<file path="config.mk">
export PLATFORM = sky130hd
export DESIGN_NAME = hazard_ctrl
export DESIGN_NICKNAME = d
export VERILOG_FILES = /design/src/rtl/hazard_defs.sv /design/src/rtl/sat_counter.sv /design/src/rtl/hazard_ctrl.sv
export SDC_FILE = /design/constraint.sdc
export NUM_CORES = 1
export LEC_CHECK = 0
export BUFFER_PORTS_ARGS = -buffer_cell sky130_fd_sc_hd__buf_2
export CAP_MARGIN = 20
export CORE_ASPECT_RATIO = 1.1
export CORE_MARGIN = 3
export CORE_UTILIZATION = 41
export DETAILED_ROUTE_END_ITERATION = 12
export HOLD_SLACK_MARGIN = 0.1
export PLACE_DENSITY = 0.67
export RECOVER_POWER = 25
export SYNTH_ARGS = -nofsm -noshare
export SYNTH_HDL_FRONTEND = slang
export SYNTH_HIERARCHICAL = 1
export SYNTH_SLANG_ARGS = --single-unit
</file>
<file path="constraint.sdc">
create_clock -name clk -period 3.02 [get_ports clk]
set_clock_uncertainty 0.05 [all_clocks]
set_input_delay 0.604 -clock clk [delete_from_list [all_inputs] [get_ports clk]]
set_output_delay 0.604 -clock clk [all_outputs]
set_load 0.02 [all_outputs]
</file>
<file path="src/rtl/hazard_defs.sv">
// rtl/hazard_defs.sv - shared encodings and forward-select helper for the hazard unit
package hazard_defs;

    // Forward-select encodings for the execute-stage source muxes
    localparam logic [1:0] FWD_RF = 2'b00;
    localparam logic [1:0] FWD_W  = 2'b01;
    localparam logic [1:0] FWD_M  = 2'b10;

    // R15 is the PC; its value is never taken from a later stage
    localparam logic [3:0] R15 = 4'hF;

    // Number of extra PC-write wait cycles loaded into the down-counter
    localparam logic [1:0] PC_WAIT_CYC = 2'd2;

    typedef enum logic {
        RUN    = 1'b0,
        PCWAIT = 1'b1
    } pc_state_e;

    // Memory stage wins over writeback; R15 always reads the register file
    function automatic logic [1:0] fwd_sel(
        input logic [3:0] src,
        input logic       hit_m,
        input logic       hit_w
    );
        logic [1:0] sel;
        sel = FWD_RF;
        if (src != R15) begin
            if (hit_m) begin
                sel = FWD_M;
            end else if (hit_w) begin
                sel = FWD_W;
            end
        end
        return sel;
    endfunction

endpackage

</file>
<file path="src/rtl/sat_counter.sv">
// rtl/sat_counter.sv - saturating event counter with synchronous clear
module sat_counter #(
    parameter int width = 16
) (
    input  logic             clk,
    input  logic             reset,
    input  logic             clr,
    input  logic             inc,
    output logic [width-1:0] q
);

    localparam logic [width-1:0] ONE = {{(width-1){1'b0}}, 1'b1};

    logic [width-1:0] q_q;
    logic [width-1:0] q_d;

    // Clear beats increment; increment stops at all-ones
    always_comb begin
        q_d = q_q;
        if (clr) begin
            q_d = '0;
        end else if (inc && (q_q != {width{1'b1}})) begin
            q_d = q_q + ONE;
        end
    end

    // Count register with synchronous reset
    always_ff @(posedge clk) begin
        if (reset) begin
            q_q <= '0;
        end else begin
            q_q <= q_d;
        end
    end

    assign q = q_q;

endmodule

</file>
<file path="src/rtl/hazard_ctrl.sv">
// rtl/hazard_ctrl.sv - forwarding, load-use stall and PC-write flush control
module hazard_ctrl
    import hazard_defs::*;
#(
    parameter int CNT_W = 16
) (
    input  logic             clk,
    input  logic             reset,
    input  logic [3:0]       RA1D,
    input  logic [3:0]       RA2D,
    input  logic [3:0]       RA1E,
    input  logic [3:0]       RA2E,
    input  logic [3:0]       WA3E,
    input  logic [3:0]       WA3M,
    input  logic [3:0]       WA3W,
    input  logic             RegWriteE,
    input  logic             RegWriteM,
    input  logic             RegWriteW,
    input  logic             MemtoRegE,
    input  logic             PCSrcD,
    input  logic             BranchTakenE,
    input  logic             clr_cnt,
    output logic [1:0]       ForwardAE,
    output logic [1:0]       ForwardBE,
    output logic             Match_1E_M,
    output logic             Match_1E_W,
    output logic             Match_2E_M,
    output logic             Match_2E_W,
    output logic             StallF,
    output logic             StallD,
    output logic             FlushD,
    output logic             FlushE,
    output logic [CNT_W-1:0] stall_cnt,
    output logic [CNT_W-1:0] flush_cnt
);

    pc_state_e  state_q;
    pc_state_e  state_d;
    logic [1:0] pc_cnt_q;
    logic [1:0] pc_cnt_d;
    logic       ldr_stall;
    logic       pcw_pend;

    assign Match_1E_M = (RA1E == WA3M);
    assign Match_1E_W = (RA1E == WA3W);
    assign Match_2E_M = (RA2E == WA3M);
    assign Match_2E_W = (RA2E == WA3W);

    // Forward selects from the raw matches gated by the stage write enables
    always_comb begin
        ForwardAE = fwd_sel(RA1E, Match_1E_M & RegWriteM, Match_1E_W & RegWriteW);
        ForwardBE = fwd_sel(RA2E, Match_2E_M & RegWriteM, Match_2E_W & RegWriteW);
    end

    // A load in execute feeding either decode source must hold decode one cycle
    assign ldr_stall = MemtoRegE & RegWriteE & ((RA1D == WA3E) | (RA2D == WA3E));

    // PC-write FSM state register
    always_ff @(posedge clk) begin
        if (reset) begin
            state_q  <= RUN;
            pc_cnt_q <= 2'd0;
        end else begin
            state_q  <= state_d;
            pc_cnt_q <= pc_cnt_d;
        end
    end

    // Next state: a taken branch flushes the PC writer, so it cannot start a wait
    always_comb begin
        state_d  = state_q;
        pc_cnt_d = pc_cnt_q;
        case (state_q)
            RUN: begin
                if (PCSrcD && !ldr_stall && !BranchTakenE) begin
                    state_d  = PCWAIT;
                    pc_cnt_d = PC_WAIT_CYC;
                end
            end
            PCWAIT: begin
                if (pc_cnt_q == 2'd0) begin
                    state_d = RUN;
                end else begin
                    pc_cnt_d = pc_cnt_q - 2'd1;
                end
            end
            default: begin
                state_d  = RUN;
                pc_cnt_d = 2'd0;
            end
        endcase
    end

    // Stall and flush outputs, combinational from inputs and FSM state
    always_comb begin
        pcw_pend = 1'b0;
        if (state_q == RUN) begin
            pcw_pend = PCSrcD & ~ldr_stall;
        end else begin
            pcw_pend = (pc_cnt_q != 2'd0);
        end
        StallF = ldr_stall | pcw_pend;
        StallD = ldr_stall;
        FlushD = pcw_pend | (state_q == PCWAIT) | BranchTakenE;
        FlushE = ldr_stall | BranchTakenE;
    end

    sat_counter #(
        .width (CNT_W)
    ) u_stall_cnt (
        .clk   (clk),
        .reset (reset),
        .clr   (clr_cnt),
        .inc   (StallD),
        .q     (stall_cnt)
    );

    sat_counter #(
        .width (CNT_W)
    ) u_flush_cnt (
        .clk   (clk),
        .reset (reset),
        .clr   (clr_cnt),
        .inc   (FlushE),
        .q     (flush_cnt)
    );

endmodule

</file>
==> results of run 1 <==
-- metal layers --
metal  part of all wire  vias to the layer above  global-route usage
met1               0.44                     1056               0.210
li1                   -                     1182                   -
met4             0.0086                        0              0.0516
met5                  0                        -                   0
met3              0.074                        4              0.0494
met2               0.48                       79               0.303
-- cell usage after synthesis (3+ instances only) --
library cell / n
dfxtp_1: 35
nand2_1: 29
xor2_1: 17
a21oi_1: 14
nand3_1: 13
mux2i_1: 12
o21ai_0: 12
nand4_1: 10
or3_1: 9
a31oi_1: 8
and3_1: 8
xnor2_1: 8
a211oi_1: 6
inv_1: 6
nor2_1: 6
or3_2: 6
a2111o_1: 4
and2_1: 4
and2_2: 4
and3_4: 4
buf_6: 4
nor3_1: 4
o21ai_1: 4
ha_1: 3
-- worst max path at each step --
stage	startpoint	endpoint	cells after the start
6_report	WA3E[2]	StallF	7
5_1_grt	WA3E[2]	StallF	7
4_1_cts	WA3E[1]	StallF	7
3_5_place_dp	WA3E[1]	u_stall_cnt/q[11]	9
3_3_place_gp	WA3E[0]	u_stall_cnt/q[15]	9
2_1_floorplan	WA3E[1]	u_flush_cnt/q[12]	9
-- registers in the layout (all words and copies together), names as in the netlist --
name,flops
pc_cnt_q,2
u_flush_cnt/q,16
u_stall_cnt/q,16
state_q,1
-- area by class of cell --
| type | instances | area share |
|---|---|---|
| clock buffer | 7 | 0.0334 |
| clock inverter | 1 | 0.00260 |
| inverter | 6 | 0.00780 |
| multi-input combinational | 222 | 0.548 |
| sequential | 35 | 0.243 |
| tap | 75 | 0.0325 |
| timing repair buffer | 81 | 0.133 |
-- cell usage in the layout, fill, tap and decap left out, types with 3 or more instances in the layout --
master | Yosys | final
and2_2 | 4 | 4
xnor2_1 | 8 | 8
nor2_1 | 6 | 6
nand4_1 | 10 | 10
nor3_1 | 4 | 4
o21ai_0 | 12 | 12
mux2i_1 | 12 | 12
a211oi_1 | 6 | 6
ha_1 | 3 | 3
buf_2 | 0 | 63
or3_1 | 9 | 9
a31oi_1 | 8 | 8
dfxtp_1 | 35 | 35
inv_1 | 6 | 6
clkbuf_8 | 0 | 7
and3_1 | 8 | 8
a2111o_1 | 4 | 4
xor2_1 | 17 | 17
nand3_1 | 13 | 13
o21ai_1 | 4 | 4
and2_1 | 4 | 4
a21oi_1 | 14 | 14
nand2_1 | 29 | 29
and3_4 | 4 | 4
or3_2 | 6 | 6
clkbuf_1 | 0 | 18
-- metrics by stage --
| step | hold slack [ns] | power (uW) | util | cell area (sq um) |
|---|---|---|---|---|
| 2_1_floorplan | 0.450 | 566 | - | 2390 |
| 3_3_place_gp | 0.435 | 623 | 0.510 | 2810 |
| 3_5_place_dp | 0.440 | 626 | 0.510 | 2810 |
| 4_1_cts | 0.452 | 1010 | 0.529 | 2910 |
| 5_1_grt | 0.496 | 1050 | 0.525 | 2890 |
| 6_report | 0.450 | 994 | 0.525 | 2890 |
-- cells by family after synthesis --
family | count (synthesis) | synth area share
buffers and inverters | 16 | 0.0450
AND/OR/NAND/NOR | 117 | 0.319
XOR/XNOR | 25 | 0.0916
adder cells (fa/ha/maj) | 3 | 0.0157
multiplexers | 12 | 0.0502
AO/OA/AOI/OAI | 65 | 0.186
flip-flops | 35 | 0.293
-- power by group through the flow --
| stage | registers [uW] | clock network, uW | logic, uW |
|---|---|---|---|
| 2_1_floorplan | 481 | 0 | 85.1 |
| 3_3_place_gp | 481 | 0 | 143 |
| 3_5_place_dp | 481 | 0 | 146 |
| 4_1_cts | 470 | 397 | 146 |
| 5_1_grt | 471 | 415 | 160 |
| 6_report | 470 | 381 | 144 |
-- worst max-delay path, delay by kind of cell --
kind	cells	cell delay, ns
compound gates	1	0.16
xor+xnor	1	0.18
buf+inv	3	0.60
simple gates	2	0.30
==> impl_metrics.env, run 1 <==
export IMPL_status="finished clean"
export IMPL_vdd_ir_drop_max_mv=0.157
export IMPL_coreArea_sq_mm=0.00550
export IMPL_cts_made_buffers=5
export IMPL_synth_edf_count=0
export IMPL_power_leakage_uw=0.00115
export IMPL_worstPathArrival_ns=1.85
export IMPL_clockPowerShare=0.383
export IMPL_initial_core_util=0.435
export IMPL_drv_slew=0
export IMPL_dp_hpwl_um=4360
export IMPL_pwr_share_comb=0.144
export IMPL_num_nets_final=391
export IMPL_regArea_sq_um=701
export IMPL_io_pin_count=81
export IMPL_area_growth_pct=20.7
export IMPL_tritoncts="built"
export IMPL_clk_pin_slew_ns=0.07
export IMPL_multi_input_area_sq_mm=0.00158
export IMPL_maxCapViolations=0
export IMPL_syn_avg_cell_area_sq_um=8.76
export IMPL_grt_max_degree=18
export IMPL_crit_slowest_cell="clkbuf_1"
export IMPL_synthCells=273
export IMPL_path_class="in2out"
export IMPL_dp_slack_ns=0.569
export IMPL_synth_area_sq_mm=0.00239
export IMPL_path_common_cell="clkbuf_1"
export IMPL_dr_pass1_iters=4
export IMPL_cts_htree_levels=2
export IMPL_grt_use_total=0.175
export IMPL_startpoint_type="input port"
export IMPL_grt_pass1_wl_um=9900
export IMPL_cts_hold_buf=0
export IMPL_clock_path_buffers=2
export IMPL_ys_ff_latch=35
export IMPL_ys_types=48
export IMPL_dieArea_sq_mm=0.00679
export IMPL_setup_slack_ns=0.515
export IMPL_synth_ff_type="dfxtp_1"
export IMPL_clock_fmax_mhz=399
export IMPL_min_from="u_flush_cnt/q[3]"
export IMPL_hold_viol=0
export IMPL_synth_top_cell_area_share=0.293
export IMPL_clkSinkCount=35
export IMPL_worstPathCellList="clkbuf_1 > xnor2_1 > nand4_1 > a21oi_2 > clkbuf_1 > nand3b_1 > buf_2"
export IMPL_worstPathRequired_ns=2.37
export IMPL_slowest_delay_ns=0.34
export IMPL_fin_cells=427
export IMPL_diodes=0
export IMPL_worst_path_max_fanout=11
export IMPL_p_per_area_mw_per_mm2=345
export IMPL_route_detailed_drc=0
export IMPL_overflow=0
export IMPL_rr_worst_depth=4
export IMPL_ys_top_cells_by_area="dfxtp_1 29%, xor2_1 6.2%, mux2i_1 5.0%"
export IMPL_fin_setup_tns_ns=0
export IMPL_power_switching_uw=261
export IMPL_reg2reg_slack_ns=1.29
export IMPL_wl_per_cell_um=13.1
export IMPL_synth_nets=313
export IMPL_drt_iter0_markers=86
export IMPL_antenna_found_initial=0
export IMPL_wirelength_um=5610
export IMPL_intPower_uw=734
export IMPL_worstMarginPinSlew_ns=0.786
export IMPL_routabilityCongestion=0.823
export IMPL_grt_pass1_vias=2256
export IMPL_setup_violations_final=0
export IMPL_period_needed_ns=2.50
export IMPL_ys_warn_count=6
export IMPL_holdPathStages=2
export IMPL_end_kind="output port"
export IMPL_hp_class="reg2reg"
export IMPL_hold_end="u_flush_cnt/q[3]"
export IMPL_synthArstFlopShare=0
export IMPL_slew_limit_headroom=0.474
export IMPL_yosys_area_top_type="dfxtp_1"
export IMPL_ys_seq_area_frac=0.293
export IMPL_die_w_um=78.8
export IMPL_post_cts_resize_count=0
export IMPL_rsz0062_at_grt="false"
export IMPL_p_seq_frac=0.473
export IMPL_viasPerCell=5.44
export IMPL_clkLatencyLatePin_ns=0.29
export IMPL_finalCritPeriodShare=0.829
export IMPL_portBuffers=80
export IMPL_die_y_um=86.1
export IMPL_drive_gt1_frac=0.287
export IMPL_r2r_end="u_stall_cnt/q[1]"
export IMPL_num_vias=2321
export IMPL_root_buffer="clkbuf_8"
export IMPL_num_rows=28
export IMPL_post_cts_buffers=0
export IMPL_nFillCells=544
export IMPL_dp_cells=419
export IMPL_antenna_left=0
export IMPL_r2r_start="u_stall_cnt/q[13]"
export IMPL_switching_share=0.262
(Power assumes the default switching activity.)
==> inputs of run 2 (changes only) <==
ABC_AREA = 1   (was default)
PLACE_DENSITY = 0.69   (was 0.67)
clock period = 2.03 ns   (was 3.02 ns; I/O delays follow)
==> run 2 against run 1 <==
  * Worst setup slack worse by 0.34 ns
  * First-iteration DRC count down 2.3%
  * Clock power up 48%
  * Core utilization up 0.92 points
  * Largest power group unchanged
==> impl_metrics.env, run 2 <==
export IMPL_status="finished clean"
export IMPL_drv_slew=0
export IMPL_nFillCells=627
export IMPL_power_leakage_uw=0.00159
export IMPL_period_needed_ns=1.85
export IMPL_synthMostInstantiatedCell="nand2_1"
export IMPL_dr_pass1_iters=4
export IMPL_cts_htree_levels=2
export IMPL_initial_core_util=0.438
export IMPL_routabilityCongestion=0.864
export IMPL_tritoncts="built"
export IMPL_num_vias=2797
export IMPL_io_pin_count=81
export IMPL_final_cell_mix="122 x nand2_1, 88 x nor2_1, 64 x buf_2"
export IMPL_dieArea_sq_mm=0.00740
export IMPL_post_cts_resize_count=0
export IMPL_synth_top_cell_area_share=0.267
export IMPL_synth_nets=464
export IMPL_ys_top_cells_by_area="dfxtp_1 27%, nand2_1 17%, nor2_1 13%"
export IMPL_diodes=0
export IMPL_ys_types=25
export IMPL_synthArstFlopShare=0
export IMPL_cts_made_buffers=5
export IMPL_die_w_um=82.3
export IMPL_synthCells=424
export IMPL_synth_edf_count=0
export IMPL_worst_path_max_fanout=2
export IMPL_path_common_cell="buf_2"
export IMPL_yosys_area_top_type="dfxtp_1"
export IMPL_clk_pin_slew_ns=0.07
export IMPL_dp_hpwl_um=5030
export IMPL_root_buffer="clkbuf_8"
export IMPL_setup_violations_final=0
export IMPL_end_kind="output port"
export IMPL_antenna_found_initial=0
export IMPL_maxCapViolations=0
export IMPL_ys_seq_area_frac=0.267
export IMPL_syn_avg_cell_area_sq_um=6.19
export IMPL_clock_fmax_mhz=540
export IMPL_num_rows=29
export IMPL_coreArea_sq_mm=0.00599
export IMPL_finalCritPeriodShare=0.913
export IMPL_clkSinkCount=35
export IMPL_p_per_area_mw_per_mm2=467
export IMPL_worstPathRequired_ns=1.57
export IMPL_synth_area_sq_mm=0.00262
export IMPL_worstPathArrival_ns=1.40
export IMPL_slew_limit_headroom=0.816
export IMPL_grt_pass1_vias=2607
export IMPL_area_growth_pct=21.8
export IMPL_crit_slowest_cell="nor4_4"
export IMPL_post_route_util=0.534
export IMPL_antenna_left=0
export IMPL_startpoint_type="input port"
export IMPL_slowest_delay_ns=0.30
export IMPL_rsz0062_at_grt="false"
export IMPL_hp_class="in2reg"
export IMPL_grt_pass1_wl_um=10500
export IMPL_drt_iter0_markers=84
export IMPL_fin_setup_tns_ns=0
export IMPL_vdd_ir_drop_max_mv=0.269
export IMPL_ys_ff_latch=35
export IMPL_hold_viol=0
export IMPL_viasPerCell=4.75
export IMPL_grt_use_total=0.170
export IMPL_grt_max_degree=17
export IMPL_overflow=0
export IMPL_cts_hold_buf=0
export IMPL_crit_family="simple AND/OR/NAND/NOR gates"
export IMPL_drive_gt1_frac=0.221
export IMPL_post_cts_buffers=0
export IMPL_clock_path_buffers=2
export IMPL_ys_warn_count=6
export IMPL_yosys_top_cells_count="122 x nand2_1, 88 x nor2_1, 55 x inv_1"
export IMPL_worstPathCellList="buf_2 > xor2_1 > nor4_4 > nand3_1 > a21oi_1 > buf_2"
export IMPL_wirelength_um=6150
export IMPL_synth_ff_type="dfxtp_1"
export IMPL_route_detailed_drc=0
export IMPL_path_class="in2out"
export IMPL_final_common_cell="nand2_1"
export IMPL_clkLatencyLatePin_ns=0.29
export IMPL_num_nets_final=551
export IMPL_portBuffers=80
export IMPL_worstMarginPinSlew_ns=0.277
export IMPL_wl_per_cell_um=10.4
export IMPL_critPathBufInv=2
export IMPL_die_y_um=89.9
run 2: cell types whose count changed in the layout (fill, tap and decap cells not counted), moves of 10 or more:
cell | previous run | this run
inv_1 | 6 | 55
mux2i_1 | 12 | 0
nand2_1 | 29 | 122
nand3_1 | 13 | 31
nor2_1 | 6 | 88
nor2_2 | 0 | 10
run 2: layer usage:
layer	up-vias	wire (um)	GRT usage
li1	1475	-	-
met1	1243	2740	0.204
met2	71	2940	0.295
met3	8	408	0.0400
met4	0	66	0.0429
met5	-	0	0
run 2: power breakdown:
| part | internal [uW] | total [uW] | switching [uW] |
|---|---|---|---|
| combinational | 92.5 | 231 | 138 |
| sequential | 694 | 700 | 5.84 |
| clock | 310 | 562 | 252 |
run 2: final timing paths:
path,startpoint,end,slack [ns],cells past startpoint
worst min register to register,u_flush_cnt/q[1],u_flush_cnt/q[1],0.48,2
worst max-delay path,WA3W[2],ForwardAE[0],0.18,6
worst min-delay path,reset,state_q,0.27,2
worst max register to register,u_flush_cnt/q[0],u_flush_cnt/q[15],0.49,6
run 2: cell families (layout without fill, tap and decap cells):
logic type,count (synthesis),in the layout,synth area share
flops,35,35,0.267
buf+inv,62,150,0.100
simple gates,285,285,0.520
fa+ha+maj,3,3,0.0143
compound gates,23,23,0.0448
xor+xnor,16,16,0.0534
run 2: cell type report:
| cell class | count | area (sq um) | area share |
|---|---|---|---|
| Tap cell | 77 | 96.3 | 0.0301 |
| Timing Repair Buffer | 84 | 410 | 0.128 |
| Inverter | 58 | 218 | 0.0681 |
| Multi-Input combinational cell | 327 | 1670 | 0.523 |
| Clock buffer | 8 | 100 | 0.0313 |
| Sequential cell | 35 | 701 | 0.219 |
run 2: through the flow:
stage	instances	power (uW)	hold slack (ns)	instance area, sq um	setup slack, ns
2_1_floorplan	424	859	0.425	2640	0.0886
3_3_place_gp	581	942	0.462	3120	0.0340
3_5_place_dp	581	949	0.470	3120	0.0134
4_1_cts	589	1520	0.269	3220	0.159
5_1_grt	589	1570	0.283	3200	0.0264
6_report	589	1490	0.275	3200	0.178
